### src/rtl/cache_pkg.sv
// Shared types and address-field width helpers for the direct-mapped write-through cache.
package cache_pkg;

    typedef enum logic [1:0] {
        IDLE,
        REFILL,
        WRITE
    } cache_state_t;

    function automatic int offset_bits(input int word_size);
        return $clog2(word_size / 8);
    endfunction

    function automatic int wordsel_bits(input int line_words);
        return $clog2(line_words);
    endfunction

    function automatic int index_bits(input int line_count);
        return $clog2(line_count);
    endfunction

    function automatic int tag_bits(input int bit_count, input int word_size,
                                    input int line_words, input int line_count);
        return bit_count - offset_bits(word_size) - wordsel_bits(line_words)
               - index_bits(line_count);
    endfunction

endpackage

### src/rtl/cache_data_array.sv
// Line data storage: one combinational read port, one synchronous byte-enabled write port.
module cache_data_array
    import cache_pkg::*;
#(
    parameter int WORD_SIZE  = 32,
    parameter int LINE_WORDS = 4,
    parameter int LINE_COUNT = 16
) (
    input  logic                            clk,
    input  logic [index_bits(LINE_COUNT)-1:0]   i_rd_index,
    input  logic [wordsel_bits(LINE_WORDS)-1:0] i_rd_wsel,
    output logic [WORD_SIZE-1:0]            o_rd_data,
    input  logic                            i_wr_en,
    input  logic [index_bits(LINE_COUNT)-1:0]   i_wr_index,
    input  logic [wordsel_bits(LINE_WORDS)-1:0] i_wr_wsel,
    input  logic [WORD_SIZE/8-1:0]          i_wr_be,
    input  logic [WORD_SIZE-1:0]            i_wr_data
);
    localparam int BYTES = WORD_SIZE / 8;
    localparam int DEPTH = LINE_COUNT * LINE_WORDS;

    logic [WORD_SIZE-1:0] r_mem [DEPTH];

    assign o_rd_data = r_mem[{i_rd_index, i_rd_wsel}];

    // NOTE: the array has no reset; valid bits in the top decide whether its contents are used.
    always_ff @(posedge clk) begin
        if (i_wr_en) begin
            for (int b = 0; b < BYTES; b++) begin
                if (i_wr_be[b]) begin
                    r_mem[{i_wr_index, i_wr_wsel}][b*8 +: 8] <= i_wr_data[b*8 +: 8];
                end
            end
        end
    end

endmodule

### src/rtl/dm_write_through_cache.sv
// Direct-mapped, write-through, no-write-allocate data cache with line refill over a req/ready bus.
module dm_write_through_cache
    import cache_pkg::*;
#(
    parameter int BIT_COUNT  = 32,
    parameter int WORD_SIZE  = 32,
    parameter int LINE_WORDS = 4,
    parameter int LINE_COUNT = 16
) (
    input  logic                   clk,
    input  logic                   reset,
    input  logic                   MemEn,
    input  logic                   MemWrite,
    input  logic [WORD_SIZE/8-1:0] ByteEn,
    input  logic [BIT_COUNT-1:0]   MemAdr,
    input  logic [WORD_SIZE-1:0]   MemWriteData,
    output logic [WORD_SIZE-1:0]   MemReadData,
    output logic                   Stall,
    output logic                   BusReq,
    output logic                   BusWrite,
    output logic [BIT_COUNT-1:0]   BusAdr,
    output logic [WORD_SIZE/8-1:0] BusByteEn,
    output logic [WORD_SIZE-1:0]   BusWriteData,
    input  logic                   BusReady,
    input  logic [WORD_SIZE-1:0]   BusReadData
);
    localparam int OFF_BITS  = offset_bits(WORD_SIZE);
    localparam int WS_BITS   = wordsel_bits(LINE_WORDS);
    localparam int IX_BITS   = index_bits(LINE_COUNT);
    localparam int TAG_BITS  = tag_bits(BIT_COUNT, WORD_SIZE, LINE_WORDS, LINE_COUNT);
    localparam int BYTES     = WORD_SIZE / 8;
    localparam int IX_LSB    = OFF_BITS + WS_BITS;
    localparam int TAG_LSB   = IX_LSB + IX_BITS;
    localparam int WADR_BITS = BIT_COUNT - OFF_BITS;
    localparam logic [WS_BITS-1:0] LAST_BEAT = WS_BITS'(LINE_WORDS - 1);

    cache_state_t r_state, w_next_state;

    logic [LINE_COUNT-1:0]       r_valid;
    logic [TAG_BITS-1:0]         r_tag [LINE_COUNT];
    logic [WS_BITS-1:0]          r_beat;
    logic [BIT_COUNT-IX_LSB-1:0] r_line;      // tag+index of the line being refilled
    logic [WADR_BITS-1:0]        r_st_adr;    // word address of the pending store
    logic [WORD_SIZE-1:0]        r_st_data;
    logic [BYTES-1:0]            r_st_be;

    logic [IX_BITS-1:0]   w_core_index, w_ref_index, w_st_index, w_wr_index;
    logic [TAG_BITS-1:0]  w_core_tag, w_ref_tag, w_st_tag;
    logic [WS_BITS-1:0]   w_core_wsel, w_st_wsel, w_wr_wsel;
    logic                 w_core_hit, w_st_hit, w_last_beat, w_wr_en;
    logic [BYTES-1:0]     w_wr_be;
    logic [WORD_SIZE-1:0] w_wr_data, w_rd_data;

    assign w_core_index = MemAdr[TAG_LSB-1:IX_LSB];
    assign w_core_tag   = MemAdr[BIT_COUNT-1:TAG_LSB];
    assign w_core_wsel  = MemAdr[IX_LSB-1:OFF_BITS];
    assign w_core_hit   = r_valid[w_core_index] && (r_tag[w_core_index] == w_core_tag);

    assign w_ref_index  = r_line[IX_BITS-1:0];
    assign w_ref_tag    = r_line[BIT_COUNT-IX_LSB-1:IX_BITS];
    assign w_st_wsel    = r_st_adr[WS_BITS-1:0];
    assign w_st_index   = r_st_adr[WS_BITS+IX_BITS-1:WS_BITS];
    assign w_st_tag     = r_st_adr[WADR_BITS-1:WS_BITS+IX_BITS];
    assign w_st_hit     = r_valid[w_st_index] && (r_tag[w_st_index] == w_st_tag);
    assign w_last_beat  = (r_beat == LAST_BEAT);

    generate
        if (OFF_BITS > 0) begin : g_byte_offset
            logic w_unused_offset;
            assign w_unused_offset = ^MemAdr[OFF_BITS-1:0];
        end
    endgenerate

    // Refill beats write whole words; store hits merge only the enabled lanes.
    assign w_wr_en    = BusReady && ((r_state == REFILL) || (r_state == WRITE && w_st_hit));
    assign w_wr_index = (r_state == REFILL) ? w_ref_index : w_st_index;
    assign w_wr_wsel  = (r_state == REFILL) ? r_beat : w_st_wsel;
    assign w_wr_be    = (r_state == REFILL) ? '1 : r_st_be;
    assign w_wr_data  = (r_state == REFILL) ? BusReadData : r_st_data;

    cache_data_array #(
        .WORD_SIZE  (WORD_SIZE),
        .LINE_WORDS (LINE_WORDS),
        .LINE_COUNT (LINE_COUNT)
    ) u_data (
        .clk        (clk),
        .i_rd_index (w_core_index),
        .i_rd_wsel  (w_core_wsel),
        .o_rd_data  (w_rd_data),
        .i_wr_en    (w_wr_en),
        .i_wr_index (w_wr_index),
        .i_wr_wsel  (w_wr_wsel),
        .i_wr_be    (w_wr_be),
        .i_wr_data  (w_wr_data)
    );

    // NOTE: sequential state always uses non-blocking assignments so every flop samples pre-edge values.
    always_ff @(posedge clk or negedge reset) begin
        if (!reset) r_state <= IDLE;
        else        r_state <= w_next_state;
    end

    // NOTE: every combinational output gets a default first, so no path can infer a latch.
    always_comb begin
        w_next_state = r_state;
        unique case (r_state)
            IDLE: begin
                if (MemEn) begin
                    if (MemWrite)         w_next_state = WRITE;
                    else if (!w_core_hit) w_next_state = REFILL;
                end
            end
            REFILL:  if (BusReady && w_last_beat) w_next_state = IDLE;
            WRITE:   if (BusReady) w_next_state = IDLE;
            default: w_next_state = IDLE;
        endcase
    end

    always_comb begin
        Stall        = 1'b0;
        BusReq       = 1'b0;
        BusWrite     = 1'b0;
        BusAdr       = '0;
        BusByteEn    = '0;
        BusWriteData = '0;
        MemReadData  = '0;
        if (reset) begin
            unique case (r_state)
                IDLE: begin
                    Stall = MemEn && (MemWrite || !w_core_hit);
                    if (MemEn && !MemWrite && w_core_hit) MemReadData = w_rd_data;
                end
                REFILL: begin
                    BusReq = 1'b1;
                    Stall  = 1'b1;
                    BusAdr = BIT_COUNT'({r_line, r_beat}) << OFF_BITS;
                end
                WRITE: begin
                    BusReq       = 1'b1;
                    BusWrite     = 1'b1;
                    BusAdr       = BIT_COUNT'(r_st_adr) << OFF_BITS;
                    BusByteEn    = r_st_be;
                    BusWriteData = r_st_data;
                    Stall        = !BusReady;
                end
                default: ;
            endcase
        end
    end

    // A line is invalidated when its refill starts and only revalidated on the final beat.
    always_ff @(posedge clk or negedge reset) begin
        if (!reset) begin
            r_valid   <= '0;
            r_beat    <= '0;
            r_line    <= '0;
            r_st_adr  <= '0;
            r_st_data <= '0;
            r_st_be   <= '0;
        end else begin
            unique case (r_state)
                IDLE: begin
                    if (MemEn && MemWrite) begin
                        r_st_adr  <= MemAdr[BIT_COUNT-1:OFF_BITS];
                        r_st_data <= MemWriteData;
                        r_st_be   <= ByteEn;
                    end else if (MemEn && !w_core_hit) begin
                        r_line                <= MemAdr[BIT_COUNT-1:IX_LSB];
                        r_beat                <= '0;
                        r_valid[w_core_index] <= 1'b0;
                    end
                end
                REFILL: begin
                    if (BusReady) begin
                        r_beat <= r_beat + WS_BITS'(1);
                        if (w_last_beat) r_valid[w_ref_index] <= 1'b1;
                    end
                end
                default: ;
            endcase
        end
    end

    always_ff @(posedge clk) begin
        if (r_state == REFILL && BusReady && w_last_beat) r_tag[w_ref_index] <= w_ref_tag;
    end

endmodule

### config.mk
export PLATFORM = sky130hd
export DESIGN_NAME = dm_write_through_cache
export DESIGN_NICKNAME = d
export VERILOG_FILES = /design/src/rtl/cache_pkg.sv /design/src/rtl/cache_data_array.sv /design/src/rtl/dm_write_through_cache.sv
export SDC_FILE = /design/constraint.sdc
export NUM_CORES = 2
export LEC_CHECK = 0
export ABC_AREA = 1
export CAP_MARGIN = 20
export CORE_UTILIZATION = 30
export DETAILED_ROUTE_END_ITERATION = 7
export GPL_TIMING_DRIVEN = 0
export PLACE_DENSITY_LB_ADDON = 0.05
export SLEW_MARGIN = 10
export SYNTH_ARGS = -nofsm -noshare
export SYNTH_HDL_FRONTEND = slang
export SYNTH_HIERARCHICAL = 1
export SYNTH_SLANG_ARGS = --single-unit
### constraint.sdc
create_clock -name clk -period 13.7 [get_ports clk]
set_clock_uncertainty 0.2 [all_clocks]
set_input_delay 2.055 -clock clk [delete_from_list [all_inputs] [get_ports clk]]
set_output_delay 2.055 -clock clk [all_outputs]
set_load 0.005 [all_outputs]
== Word-level counts from Yosys, hierarchy flattened ==
Memories as Yosys holds them, arrays and structs flattened.
Index checks and enable logic that the tools add are counted.
Word-level totals
  bits in registers: 114
  latch bits: 0
  memory bits (writable): 2432
  ROM bits: 0
  input port bits: 105
  output and inout port bits: 103
  word-level logic and storage cells: 115
  memories kept: 2
Cells by class
  add/subtract/negate cells: 1
  $mul: 0
  div/mod/pow operators: 0
  magnitude comparators: 5
  eq/ne operators: 13
  shift-type cells: 0
  multiplexer cells: 56
  bitwise logic cells: 4
  reductions and logical operators: 27
Memories
  u_data.r_mem: depth 64, width 32, rd ports 1, clocked after memory_dff 0, write ports 1, RTL line cache_data_array.sv:22  | logic [WORD_SIZE-1:0] r_mem [DEPTH];
  r_tag: depth 16, width 24, rd ports 2, clocked after memory_dff 0, write ports 1, RTL line dm_write_through_cache.sv:40  | logic [TAG_BITS-1:0] r_tag [LINE_COUNT];
Operators by type and width (number)
  two-way mux 32 bit: 7
  two-way mux 16 bit: 4
  case mux 32 bit (2 select lines): 1
  == test 24 bit: 2
  case mux 16 bit (2 select lines): 1
  two-way mux 1 bit: 23
  two-way mux 2 bit: 9
  bitwise AND 16 bit: 1
  two-way mux 4 bit: 4
  NOT 16 bit: 1
  bitwise OR 16 bit: 1
  less-than comparator 4 x 5 -> 1 bit (second input constant): 3
  logical AND 1 bit: 14
  inequality test 2 bit (second input constant): 7
  binary-select mux 1 bit (select 4 bit): 2
  demux 1 bit (select 4 bit): 2
  >= comparator 4 x 1 -> 1 bit (second input constant): 2
  AND reduction 4 bit: 2
  case mux 2 bit (3 select lines): 1
  AND reduction 5 bit: 1
  == test 2 bit (second input constant): 2
  case mux 2 bit (2 select lines): 1
  zero test 1 bit: 3
  inequality test 3 bit (second input constant): 1
  10 further kinds: 11

== Logic depth before layout (Yosys ltp) ==
  word-level depth: 9
  gate-level depth with buffers: 24

== Modules after synthesis ==
Netlist, hierarchy kept.
Modules (own cells, without submodules)
  cache_data_array: times used 1, cells each 7021, area each 83161.0 µm², sequential area each 61499.0 µm²
  dm_write_through_cache: times used 1, cells each 3162, area each 26085.0 µm², sequential area each 14383.8 µm²

== Least setup slack after synthesis ==
OpenSTA, ideal clock, no wires.
  path kind: input to output
  from: input MemAdr[4]
  to: output MemReadData[10]
  data arrival time: 3.953 ns
  required time: 11.445 ns
  setup slack: 7.492 ns
  stages on the path: 16
  buffers on the path: 5
  path through: buf_4 > buf_4 > buf_4 > buf_2 > nand3_1 > nand4_1 > nand2_1 > nand2_1 > nor2_1 > nand2_1 > nand2_1 > nand4_1 > nor2_1 > nand4_1 > buf_2 > nor3b_1
On the way
  cells in the longest elaborated chain, start to end: 7
  elaborated cells between the ends (all ways): 10
RTL lines
  start, declared: RTL line dm_write_through_cache.sv:15  | input logic [BIT_COUNT-1:0] MemAdr,
  memory (16 x 24 bit) / binary-select mux 1 bit (select 4 bit) (equally long branches)
  == test 24 bit / two-way mux 1 bit (equally long branches): RTL line dm_write_through_cache.sv:57  | assign w_core_hit = r_valid[w_core_index] && (r_tag[w_core_index] == w_core_tag);
  logical AND 1 bit: RTL line dm_write_through_cache.sv:57
  logical AND 1 bit: RTL line dm_write_through_cache.sv:131  | if (MemEn && !MemWrite && w_core_hit) MemReadData = w_rd_data;
  two-way mux 32 bit (*): RTL line dm_write_through_cache.sv:131
  two-way mux 32 bit (*): RTL line dm_write_through_cache.sv:128  | unique case (r_state)
  two-way mux 32 bit (*): RTL line dm_write_through_cache.sv:127  | if (reset) begin
  end, declared: RTL line dm_write_through_cache.sv:17  | output logic [WORD_SIZE-1:0] MemReadData,
Every way passes the cells marked *; elsewhere a longest branch is shown, timed or not. The select of a mux whose other input is x is not followed.

== Final worst setup path ==
  from: input MemAdr[6]
  to: output MemReadData[8]
Same word-level chain as after synthesis.

==> metrics.txt <==
GP Congestion=0.9618; Min Clock Period, post-route=11.02 ns; Post-Synthesis Cells=10,183; largest net degree at the start of global routing=72; drt wl/cell=36.94 microns; Synth warnings=6; Arrival @ worst endpoint=8.76 ns; status=finished, final reports clean; post-synthesis adder-cell area fraction=0.0005727; most frequent cells in the layout=nand2_1 (3,428), edfxtp_1 (2,432), nand3_1 (2,030); area share of xor/xnor cells in the synthesized design=0.0006414; Detailed Route Iter0 Violations=12,565; Startpoint Class=primary input; CTS buffer count=305; Clock power frac=0.305; first-pass GRT wire length=771,600 microns; WS Path Type=primary input to output pin; 1st-pass router iterations=6; Tcrit/Tclk final=0.8041; post-layout util=0.3641; Final ANT Viol Nets=0; Sw Ratio=0.3649; post-synthesis async set-or-reset flop share=0.04478; drt drc=0; Int Power=0.01630 W; maximum vdd ir drop=0.1183 mV; Max Cap Violations=0; synthesized cell area=109,200 sq um; P&R area growth vs syn=20.80%; Ports=208; Top FF cell, synth=edfxtp_1; power share of the sequential group=0.410; Crit. End Element=output pin; Slew Viols, Final=0; num rows=221; post-synthesis sequential area ratio=0.6946; htree depth=5; detailed-route via count=88,332; clk slew on worst S/H paths=0.06 ns; fmax=90.78 MHz; worst hold path class=register to register; leakage power=47.70 nW; clock latency on the worst-skew pair=0.95 ns; core area=362,500 sq um; dpl hpwl=445,900 microns; GRT overflow=0; die width=605.5 microns; Critical Path Fanout Max=10; relative slew slack=0.1368; simple-gate share of the synthesized area=0.2408; synth unique cells=37; RSZ-0062 raised after global routing=no; Final TNS setup=0 ns; layout cell share with drive strength beyond 1=0.1148; Psw=0.009364 W; Starting Density=0.3014; post-CTS setup buffer count=0; initial antenna violation count=70; Hold-fix buffers, CTS=0; CTS tree=yes; Vias/cell=5.496; vias in the first global route=81,405; drt total wl=593,700 microns; Nets=11,127; clock root buffer=clkbuf_16; CTS sink cnt=2,546; Logic pwr share=0.286; Setup Viol. Count Final=0; post-CTS sizing=0; CP Data Required Time=11.44 ns; die area=366,600 sq um; multiplexer area fraction after synthesis=0.0002062; flop-to-flop setup slack=5.77 ns; Synth Area in Compound Gates=0.02824; die height=605.5 microns; Avg Inst Size Synth=10.73 sq um; EDFF count, synth=2,432; largest family of logic cells by synthesized area=simple AND/OR/NAND/NOR gates; Final Hold Viols=0; most common cell after layout, fill and taps aside=nand2_1; FF+latch count, synth=2,546; Cell Pwr Density=194.4 nW/um^2; Max Root-Sink Buffers=4; I/O Buffers=202; Worst Max-Slew Pin Slew=1.295 ns; GRT Total Usage=0.3163
## power groups by stage
stage | sequential (W) | combinational (W) | clock, W
detailed placement | 0.0107 | 0.00710 | 0
finish | 0.0105 | 0.00733 | 0.00782
global placement | 0.0115 | 0.00584 | 0
global route | 0.0105 | 0.00743 | 0.00818
floorplan | 0.0107 | 0.00237 | 0
CTS | 0.0105 | 0.00711 | 0.00792
## layer usage
metal | vias up | global-route usage | part of all wire | wire length (microns)
li1 | 37282 | - | - | -
met1 | 45145 | 0.4353 | 0.42 | 250800
met2 | 5018 | 0.4796 | 0.44 | 258400
met3 | 875 | 0.07194 | 0.096 | 56740
met4 | 12 | 0.1300 | 0.047 | 27650
met5 | - | 0 | 0.00012 | 74
## flip-flops by register name, indices dropped and copies added (netlist names)
signal and cells:
r_line 28, u_data/r_mem 2048, r_valid 16, r_st_adr 30, r_st_be 4, r_tag 384, r_st_data 32, r_beat 2
r_state 2
## logic make-up after synthesis
kind of cell               Yosys count
adders and majority gates            5
and+or+nand+nor                   6244
buffers and inverters              817
AOI/OAI and AO/OA                  560
muxes                                2
other                                1
xor gates and xnor gates             8
DFF                               2546
## layout make-up
| type | instances | area [sq um] |
|---|---|---|
| inverter | 136 | 513.0 |
| fill | 35975 | 230500 |
| multi-input combinational | 6821 | 30270 |
| sequential | 2546 | 75880 |
| buffer | 681 | 3349 |
| clock buffer | 396 | 8164 |
| timing repair buffer | 526 | 6659 |
| antenna | 31 | 77.57 |
| tap | 4794 | 5998 |
| clock inverter | 141 | 1060 |
## through the flow
stage	total power, W	setup WS [ns]	hold slack (ns)	area [sq um]	instances
2_1_floorplan	0.01307	7.492	0.2572	109300	10184
3_3_place_gp	0.01732	0.5685	0.2824	117300	15180
3_5_place_dp	0.01775	2.788	0.2877	122500	15491
4_1_cts	0.02552	2.771	0.3037	131800	16028
5_1_grt	0.02615	2.713	0.3523	131900	16047
6_report	0.02566	2.684	0.3017	132000	16072
## cell usage after synthesis, types with 2 or more instances
| library cell | n | share of area |
|---|---|---|
| inv_2 | 6 | 0.00021 |
| a21o_1 | 3 | 0.00021 |
| a21oi_1 | 89 | 0.0041 |
| nand3_1 | 2030 | 0.093 |
| ha_1 | 5 | 0.00057 |
| dfrtp_1 | 114 | 0.026 |
| clkbuf_1 | 226 | 0.0078 |
| o211ai_1 | 67 | 0.0046 |
| buf_4 | 54 | 0.0037 |
| buf_2 | 312 | 0.014 |
| buf_1 | 70 | 0.0024 |
| edfxtp_1 | 2432 | 0.67 |
| inv_1 | 128 | 0.0044 |
| mux2_2 | 2 | 0.00021 |
| nor2_1 | 658 | 0.023 |
| o21ai_0 | 341 | 0.016 |
| o21ai_1 | 24 | 0.0011 |
| o22ai_1 | 10 | 0.00057 |
| or2_2 | 3 | 0.00017 |
| nand4_1 | 52 | 0.0030 |
| nor3b_1 | 32 | 0.0022 |
| nand2_1 | 3430 | 0.12 |
| xnor2_1 | 7 | 0.00056 |
| buf_6 | 18 | 0.0019 |
| nor3_1 | 35 | 0.0016 |
| o221ai_1 | 24 | 0.0019 |
## path summary, 6_finish.rpt
check                                        start                              to  cells past startpoint
max                                      MemAdr[6]                  MemReadData[8]                     17
min                        r_valid[14]$_DFFE_PN0P_         r_valid[14]$_DFFE_PN0P_                      2
max reg2reg                r_st_adr[5]$_DFFE_PN0P_  u_data/r_mem[13][17]$_DFFE_PP_                     15
min reg2reg                r_valid[14]$_DFFE_PN0P_         r_valid[14]$_DFFE_PN0P_                      2
max in group asynchronous                    reset        r_st_adr[24]$_DFFE_PN0P_                      2
min in group asynchronous                    reset         r_valid[10]$_DFFE_PN0P_                      1
## critical path, stage by stage
cell and delay, ns:
clkdlybuf4s50_1 1.17, nand2_1 0.51, inv_1 0.62, clkbuf_1 0.94, nand2_1 0.13, nand2_1 0.13
nor3_1 0.12, nor2_1 0.12, nand2_1 0.05, nor2_1 0.10, nand2_1 0.12, nor2_1 0.74
nand4_1 0.52, buf_16 0.32, buf_2 0.19, nor3b_1 0.30, clkdlybuf4s50_1 0.57
Power figures use the tool's default switching activity.
